==> src/rtl/packet_wrr_arbiter.sv <==
// packet_wrr_arbiter: packet-granular weighted round-robin arbiter for one
// slave port of the stream crossbar. The grant is held until the owner's
// packet ends. A winner keeps the port for up to `weight` packets before
// priority rotates.
//
// Build option: define PACKET_WRR_ARBITER_WEIGHTED_EN for per-master weights.
// If it is left undefined, weight_i is ignored, every grant loads one credit,
// and the result is plain packet round robin.
//
// Handshake: a beat moves when grant_valid_o && valid_i[id_o] && ready_i.
// That beat is the last of its packet if last_i[id_o] is also set. Only the
// owner sees ready, through s_ready_o. All other masters see 0.
module packet_wrr_arbiter #(
   parameter int S_DATA_COUNT = 4,
   parameter int WEIGHT_WIDTH = 4,
   localparam int T_ID___WIDTH = (S_DATA_COUNT > 1) ? $clog2(S_DATA_COUNT) : 1
) (
   input  logic                                 clk_i,
   input  logic                                 rst_i,
   input  logic [S_DATA_COUNT-1:0]              valid_i,
   input  logic [S_DATA_COUNT-1:0]              last_i,
   input  logic                                 ready_i,
   input  logic [S_DATA_COUNT*WEIGHT_WIDTH-1:0] weight_i,
   output logic [S_DATA_COUNT-1:0]              grant_o,
   output logic [T_ID___WIDTH-1:0]              id_o,
   output logic                                 grant_valid_o,
   output logic [S_DATA_COUNT-1:0]              s_ready_o
);

   localparam int IDW = T_ID___WIDTH;
`ifdef PACKET_WRR_ARBITER_WEIGHTED_EN
   localparam int CW = WEIGHT_WIDTH;
`else
   localparam int CW = 1;
`endif

   typedef enum logic {ST_IDLE = 1'b0, ST_BUSY = 1'b1} state_t;

   state_t         state_q, state_d;
   logic [IDW-1:0] ptr_q, ptr_d;
   logic [IDW-1:0] owner_q, owner_d;
   logic [CW-1:0]  credits_q, credits_d;

   // Arbitration and beat-tracking intermediates
   logic [IDW-1:0] start;
   logic [IDW-1:0] idx;
   logic [IDW-1:0] winner;
   logic           found;
   logic [CW-1:0]  w_eff;
   logic [CW-1:0]  credits_dec;
   logic           last_beat;

`ifdef PACKET_WRR_ARBITER_WEIGHTED_EN
   logic [WEIGHT_WIDTH-1:0] w_sel;
`else
   logic unused_weight;
   assign unused_weight = ^weight_i;
`endif

   // Advance an index by one, modulo S_DATA_COUNT
   function automatic logic [IDW-1:0] inc_mod(input logic [IDW-1:0] x);
      if (x == IDW'(S_DATA_COUNT - 1)) return '0;
      else return x + 1'b1;
   endfunction

   // State register: FSM state, priority pointer, owner and turn credits
   always_ff @(posedge clk_i) begin
      if (rst_i) begin
         state_q   <= ST_IDLE;
         ptr_q     <= '0;
         owner_q   <= '0;
         credits_q <= '0;
      end else begin
         state_q   <= state_d;
         ptr_q     <= ptr_d;
         owner_q   <= owner_d;
         credits_q <= credits_d;
      end
   end

   // Next state: pick a winner in IDLE, account for the packet end in BUSY
   always_comb begin
      state_d     = state_q;
      ptr_d       = ptr_q;
      owner_d     = owner_q;
      credits_d   = credits_q;
      winner      = '0;
      found       = 1'b0;
      credits_dec = credits_q - 1'b1;
      last_beat   = (state_q == ST_BUSY) && valid_i[owner_q] && ready_i && last_i[owner_q];

      // An owner with credit left gets first look. Otherwise the scan starts at the pointer.
      start = (credits_q != '0) ? owner_q : ptr_q;
      idx   = start;
      for (int i = 0; i < S_DATA_COUNT; i++) begin
         if (!found && valid_i[idx]) begin
            found  = 1'b1;
            winner = idx;
         end
         idx = inc_mod(idx);
      end

`ifdef PACKET_WRR_ARBITER_WEIGHTED_EN
      w_sel = '0;
      for (int k = 0; k < S_DATA_COUNT; k++) begin
         if (winner == IDW'(k)) w_sel = weight_i[k*WEIGHT_WIDTH +: WEIGHT_WIDTH];
      end
      // A weight of zero still grants one packet.
      w_eff = (w_sel == '0) ? CW'(1) : w_sel;
`else
      w_eff = CW'(1);
`endif

      case (state_q)
         ST_IDLE: begin
            if (found) begin
               // A new winner reloads its credits. Any turn left by a silent owner is dropped here.
               if (!((winner == owner_q) && (credits_q != '0))) credits_d = w_eff;
               owner_d = winner;
               state_d = ST_BUSY;
            end
         end
         ST_BUSY: begin
            if (last_beat) begin
               credits_d = credits_dec;
               if (credits_dec == '0) ptr_d = inc_mod(owner_q);
               state_d = ST_IDLE;
            end
         end
         default: state_d = ST_IDLE;
      endcase
   end

   // Outputs: one-hot grant from owner, routed slave ready
   always_comb begin
      grant_valid_o = (state_q == ST_BUSY);
      id_o          = owner_q;
      grant_o       = '0;
      for (int k = 0; k < S_DATA_COUNT; k++) begin
         grant_o[k] = grant_valid_o && (owner_q == IDW'(k));
      end
      s_ready_o = grant_o & {S_DATA_COUNT{ready_i && grant_valid_o}};
   end

endmodule

==> config.mk <==
export PLATFORM = sky130hd
export DESIGN_NAME = packet_wrr_arbiter
export DESIGN_NICKNAME = d
export VERILOG_FILES = /design/src/rtl/packet_wrr_arbiter.sv
export SDC_FILE = /design/constraint.sdc
export NUM_CORES = 1
export LEC_CHECK = 0
export BUFFER_PORTS_ARGS = -buffer_cell sky130_fd_sc_hd__buf_2
export CAP_MARGIN = 20
export CELL_PAD_IN_SITES_DETAIL_PLACEMENT = 0
export CELL_PAD_IN_SITES_GLOBAL_PLACEMENT = 1
export CORE_MARGIN = 2
export CORE_UTILIZATION = 28
export CTS_BUF_LIST = sky130_fd_sc_hd__clkbuf_8
export DETAILED_ROUTE_END_ITERATION = 12
export PLACE_DENSITY = 0.78
export SYNTH_ARGS = -nofsm -noshare
export SYNTH_HDL_FRONTEND = slang
export SYNTH_SLANG_ARGS = --single-unit
==> constraint.sdc <==
create_clock -name clk_i -period 2.45 [get_ports clk_i]
set_clock_uncertainty 0.1 [all_clocks]
set_input_delay 0.735 -clock clk_i [delete_from_list [all_inputs] [get_ports clk_i]]
set_output_delay 0.735 -clock clk_i [all_outputs]
set_load 0.01 [all_outputs]
==> results of run 1 <==
## layout make-up
class | instances | share of cell area
Clock buffer | 3 | 0.0582
Sequential cell | 6 | 0.169
Inverter | 3 | 0.0159
Timing Repair Buffer | 21 | 0.148
Tap cell | 25 | 0.0441
Multi-Input combinational cell | 52 | 0.564
## how the worst max path moves through the flow
stage,start,endpoint,slack [ns],cells after the start
after global placement,valid_i[2],ptr_q[0]$_SDFFE_PP0P_,0.30,5
after floorplan,last_i[0],ptr_q[0]$_SDFFE_PP0P_,0.51,4
after global routing,id_o[1]$_SDFFE_PP0P_,s_ready_o[0],0.18,4
after detailed placement,valid_i[0],ptr_q[0]$_SDFFE_PP0P_,0.29,5
final,id_o[1]$_SDFFE_PP0P_,s_ready_o[0],0.30,4
after CTS,id_o[0]$_SDFFE_PP0P_,s_ready_o[0],0.28,4
## cells by family after synthesis
group | share of synthesized area
compound gates | 0.101
simple gates | 0.416
fa+ha+maj | 0.0915
flops | 0.220
mux | 0.124
buf+inv | 0.0480
## worst reg2reg max path, stage by stage (launching register included)
cell	delay, ns
dfxtp_1	0.37
inv_2	0.13
mux4_2	0.56
nor2_4	0.18
mux2_4	0.31
## metal layers
metal	vias up	wire, µm
met5	-	0
met4	0	27
met3	3	45
met2	14	683
met1	251	552
li1	278	-
## registers in the layout (all words and copies together), names as in the netlist
| name | count |
|---|---|
| credits_q | 1 |
| grant_valid_o | 1 |
| id_o | 2 |
| ptr_q | 2 |
## synth_stat cells (all sizes together)
master	number	area [µm²]
a211oi	1	12.5
a41o	1	11.3
and2	4	25.0
and2b	1	7.51
and3	5	31.3
buf	1	11.3
clkbuf	1	3.75
dfxtp	6	120
ha	4	50.1
inv	3	11.3
mux2	1	15.0
mux2i	3	30.0
mux4	1	22.5
nand2	8	30.0
nand2b	1	6.26
nand3	1	5.00
nand3b	2	27.5
nand4	1	6.26
nand4b	1	8.76
nor2	5	26.3
nor2b	1	6.26
nor3	1	5.00
nor4	2	12.5
nor4b	1	8.76
o22ai	1	6.26
o2bb2ai	1	8.76
o31ai	1	7.51
o32ai	1	8.76
or3	2	12.5
or3b	1	8.76
## power breakdown
group          total, mW  switching, mW  internal [mW]
registers          0.118         0.0135          0.104
logic             0.0778         0.0389         0.0389
clock network      0.148         0.0422          0.105
==> metrics.md, run 1 <==
| Metric | Value |
|---|---|
| Met1 GRT Util | 0.133 |
| Area delta synth->final | 29.7% |
| Max-Cap Viols | 0 |
| Root Buffer Master | clkbuf_8 |
| Finished Cell Area | 709 µm² |
| Vias in the first global route | just under 500 |
| Status | completed |
| Ant diodes | 0 |
| CP startpoint kind | flip-flop |
| Final WL | 1.31 mm |
| Yosys cell types | 33 |
| Placed instance area | 668 µm² |
| Met2 usage | 0.234 |
| Clock transition at the registers of the reported paths | 0.04 ns |
| Critical path class | reg2out |
| Post-route DRC violation count | 0 |
| Commonest non-fill, non-tap cell in the layout | buf_2 |
| Cts hold-fix bufs | 0 |
| GRT Overall Usage | 0.130 |
| Die Wd | 48.2 µm |
| # resized after CTS | 0 |
| Core ar. | 1780 µm² |
| Starting Density | 0.307 |
| Worst-Margin Slew | 0.425 ns |
| Non-Filler Instances | 110 |
| Tot Pwr | 0.343 mW |
| Hold endpoint | ptr_q[1]$_SDFFE_PP0P_ |
| Largest net degree at the start of global routing | 15 |
| I/O Pins | 38 |
| Final setup margin | roughly 0.30 ns |
| CTS tree | built |
| Data required, critical path | 1.62 ns |
| RR Endpoint | ptr_q[0]$_SDFFE_PP0P_ |
| Crit path time final | 2.15 ns |
| Yosys reg bits | 6 |
| Vias post-DR | approximately 550 |
| Worst hold slack | 0.411 ns |
| Family with the most delay on the worst path | flip-flops |
| Clk buf depth | 2 |
| Pleak | about 0.34 nW |
| Synthesized area per cell | 8.68 µm² |
| Layer with the highest usage | met2 |
| Worst-Skew Late Latency | roughly 0.22 ns |
| Power per cell area | around 480 nW/µm² |
| Dpl ws | about 0.29 ns |
| Gate Count Post-Synth | 63 |
| Final HPWL from detailed placement | roughly 1.0 mm |
| Most frequent cells in the layout | buf_2 (21), nand2_1 (8), dfxtp_1 (6), and3_1 (5) |
| 1st-iter DRT viols | 8 |
| Initial antenna violation count | 0 |
| R2r setup slk | 0.68 ns |
| CP max-delay cell | dfxtp_1 |
| CTS sink cnt | 6 |
| Worst Reg-to-Reg Cells | 4 |
| WL/cell | 11.9 µm |
| Via density | 4.96 |
| Fillers | 190 |
| Post-route clock period utilization | 0.880 |
| First-pass GRT wire length | 2.04 mm |
| Pins Over Slew Limit | 0 |
| Worst VDD drop | approximately 0.16 mV |
| Warnings from Yosys | 0 |
| # rows | 15 |
| Net Count, Synth | 94 |
| Num CTS Buffers | 3 |
| Max incr delay on CP | 0.44 ns |
| Arrival time worst endpoint | about 1.3 ns |
| F_max | 464 MHz |
| Die H | ~48 µm |
| Worst hold stages | 2 |
| Met3 Usage GRT | 0.0222 |
| Nets | 118 |
| H-tree depth | 1 |
| Drt first pass iters | 2 |
| Setup crit end kind | output port |
| Final TNS setup | 0 ns |
| Critical Path Fanout Max | 7 |
| Register area | around 120 µm² |
| GP Congestion | 0.683 |
| Register area share after synthesis | 0.220 |
| Die ar. | 2320 µm² |
| Port Buf Inserts | 21 |
| Post-CTS Setup Bufs | 0 |
| Unrepaired setup endpoints after global routing | no |
| Final setup viols | 0 |
| Gr ovfl total | 0 |
| Worst Hold Launch | ptr_q[1]$_SDFFE_PP0P_ |
| Final hold vios | 0 |
| Post-Syn Area | about 550 µm² |
| Worst slew margin | 0.716 |
| Post-Place Cells | around 110 |
| WP buf/inv | 2 |
| Reg2reg start | id_o[0]$_SDFFE_PP0P_ |
| Final ANT Viol Nets | 0 |
| Footprint of the multi-input gates | 400 µm² |
| Hold/Removal Path Class | reg2reg |
| Final core occ | 0.398 |
| Crit-path cells | inv_1 -> ha_1 -> and3_1 -> buf_2 |
| Layout cell share with drive strength beyond 1 | 0.376 |
Note: power is estimated with default switching activity, not from simulation.
==> run 2, diff against run 1 <==
Settings changed: RECOVER_POWER from default to 25.
==> run 2 against run 1 <==
Sequential power hardly changed. Combinational power is 1% lower. Clock power hardly changed. Global-route usage stayed put. Total power is 0.12% lower. Non-clock buffer count stayed put. Hold slack better by 0.0029 ns. Final cell count stayed put. Setup slack worse by 0.019 ns. Register-to-register slack hardly changed. Largest power group unchanged.
==> metrics.md, run 2 (synthesized netlist as in run 1, its figures left out) <==
| Metric | Value |
|---|---|
| Largest net degree at the start of global routing | 15 (unchanged) |
| Final HPWL from detailed placement | 1.05 mm (unchanged) |
| Via density | 4.98 (+0.37%) |
| Reg2reg start | id_o[0]$_SDFFE_PP0P_ |
| Met1 GRT Util | 0.133 (unchanged) |
| Unrepaired setup endpoints after global routing | no |
| Worst-Margin Slew | 0.424 ns (-0.00137 ns) |
| Post-CTS Setup Bufs | 0 (unchanged) |
| Met3 Usage GRT | 0.0222 (unchanged) |
| GP Congestion | 0.683 (unchanged) |
| CTS sink cnt | 6 (unchanged) |
| Cts hold-fix bufs | 0 (unchanged) |
| Met2 usage | 0.234 (unchanged) |
| WL/cell | 12.1 µm (+1.8%) |
| GRT Overall Usage | 0.130 (unchanged) |
| Arrival time worst endpoint | 1.34 ns (+0.02 ns) |
| Final WL | 1.33 mm (+1.8%) |
| Area delta synth->final | 29.1% |
| Root Buffer Master | clkbuf_8 |
| R2r setup slk | 0.67 ns (about the same) |
| Die Wd | 48.2 µm (unchanged) |
| Post-Place Cells | 107 (unchanged) |
| I/O Pins | 38 (unchanged) |
| CP startpoint kind | flip-flop |
| Commonest non-fill, non-tap cell in the layout | buf_2 |
| Drt first pass iters | 2 (unchanged) |
| Clk buf depth | 2 (unchanged) |
| Setup crit end kind | output port |
| Family with the most delay on the worst path | flip-flops |
| Final hold vios | 0 (unchanged) |
| # rows | 15 (unchanged) |
| Core ar. | 1780 µm² (unchanged) |
| Hold/Removal Path Class | reg2reg |
| Worst Reg-to-Reg Cells | 4 (unchanged) |
| Die ar. | 2320 µm² (unchanged) |
| Clock transition at the registers of the reported paths | 0.04 ns (about the same) |
| Post-route clock period utilization | 0.887 (+0.00774) |
| F_max | 460 MHz (-0.87%) |
| CTS tree | built |
| Final ANT Viol Nets | 0 (unchanged) |
| Initial antenna violation count | 0 (unchanged) |
| Max-Cap Viols | 0 (unchanged) |
| H-tree depth | 1 (unchanged) |
| Pins Over Slew Limit | 0 (unchanged) |
| Worst Hold Launch | ptr_q[1]$_SDFFE_PP0P_ |
| Max incr delay on CP | 0.45 ns (about the same) |
| Critical path class | reg2out |
| Die H | 48.2 µm (unchanged) |
| RR Endpoint | ptr_q[0]$_SDFFE_PP0P_ |
| Vias post-DR | 548 (+0.37%) |
| Layer with the highest usage | met2 |
| Tot Pwr | 0.343 mW (-0.12%) |
| Final TNS setup | 0 ns (unchanged) |
| Crit-path cells | inv_1 -> ha_1 -> and3_1 -> buf_2 |
| Hold endpoint | ptr_q[1]$_SDFFE_PP0P_ |
| Power per cell area | 486 nW/µm² (+0.41%) |
| # resized after CTS | 0 (unchanged) |
| Ant diodes | 0 (unchanged) |
| Worst hold stages | 2 (unchanged) |
| Pleak | 0.333 nW (-3.2%) |
| Layout cell share with drive strength beyond 1 | 0.341 (-0.0353) |
| Nets | 118 (unchanged) |
| Worst VDD drop | 0.161 mV (about the same) |
| Vias in the first global route | 496 (unchanged) |
| CP max-delay cell | dfxtp_1 |
| 1st-iter DRT viols | 3 (-5) |
| Worst-Skew Late Latency | 0.22 ns (about the same) |
| Final setup viols | 0 (unchanged) |
| Post-route DRC violation count | 0 (unchanged) |
| Gr ovfl total | 0 (unchanged) |
| Port Buf Inserts | 21 (unchanged) |
| Num CTS Buffers | 3 (unchanged) |
| Worst slew margin | 0.717 (+0.000911) |
| Non-Filler Instances | 110 (unchanged) |
| Crit path time final | 2.17 ns (+0.0190 ns) |
| First-pass GRT wire length | 2.04 mm (unchanged) |
| Most frequent cells in the layout | buf_2 (18), nand2_1 (8), dfxtp_1 (6), and3_1 (5) |
| Critical Path Fanout Max | 7 (unchanged) |
| WP buf/inv | 2 (unchanged) |
| Status | completed |
| Data required, critical path | 1.62 ns (about the same) |
| Starting Density | 0.307 (unchanged) |
==> run 2: cell types whose count changed in the layout (fill, tap and decap cells not counted), sizes merged <==
cell / previous run / this run
clkbuf: 3 / 6
buf: 21 / 18
==> run 2: how the worst max path moves through the flow <==
stage / start / endpoint / slack, ns / depth (start not counted)
after floorplan: last_i[0] / ptr_q[0]$_SDFFE_PP0P_ / 0.51 / 4
after global placement: valid_i[2] / ptr_q[0]$_SDFFE_PP0P_ / 0.30 / 5
after detailed placement: valid_i[0] / ptr_q[0]$_SDFFE_PP0P_ / 0.29 / 5
after CTS: id_o[0]$_SDFFE_PP0P_ / s_ready_o[0] / 0.28 / 4
after global routing: id_o[1]$_SDFFE_PP0P_ / s_ready_o[0] / 0.18 / 4
final: id_o[1]$_SDFFE_PP0P_ / s_ready_o[0] / 0.28 / 4
==> run 2: power breakdown <==
group | internal, mW | leakage (nW) | switching (mW)
sequential | 0.104 | 0.0493 | 0.0138
clock | 0.106 | 0.0216 | 0.0424
combinational | 0.0380 | 0.262 | 0.0389
total | 0.248 | 0.333 | 0.0951
==> run 2: worst min-delay path, cell delays in order (launching register included) <==
cell and delay (ns):
dfxtp_1 0.34, nand2_1 0.07, mux2i_1 0.05
==> run 2: layout make-up <==
class | instances | area, µm²
well taps | 25 | 31.3
inverters | 3 | 11.3
multi-input cells | 52 | 400
flip-flops and latches | 6 | 120
fillers | 193 | 1080
repair buffers | 21 | 101
clock buffers | 3 | 41.3
==> run 2: through the flow <==
| stage | util | area (µm²) | worst slack (ns) | hold slack [ns] |
|---|---|---|---|---|
| after floorplan | - | 547 | 0.506 | 0.360 |
| after global placement | 0.375 | 668 | 0.305 | 0.398 |
| after detailed placement | 0.375 | 668 | 0.289 | 0.406 |
| after CTS | 0.398 | 709 | 0.282 | 0.411 |
| after global routing | 0.396 | 706 | 0.177 | 0.434 |
| final | 0.396 | 706 | 0.276 | 0.414 |
==> run 2: per-layer routing <==
layer | share of wire | routed length, µm
met1 | 0.43 | 576
met2 | 0.51 | 683
met3 | 0.033 | 44
met4 | 0.020 | 27
met5 | 0 | 0
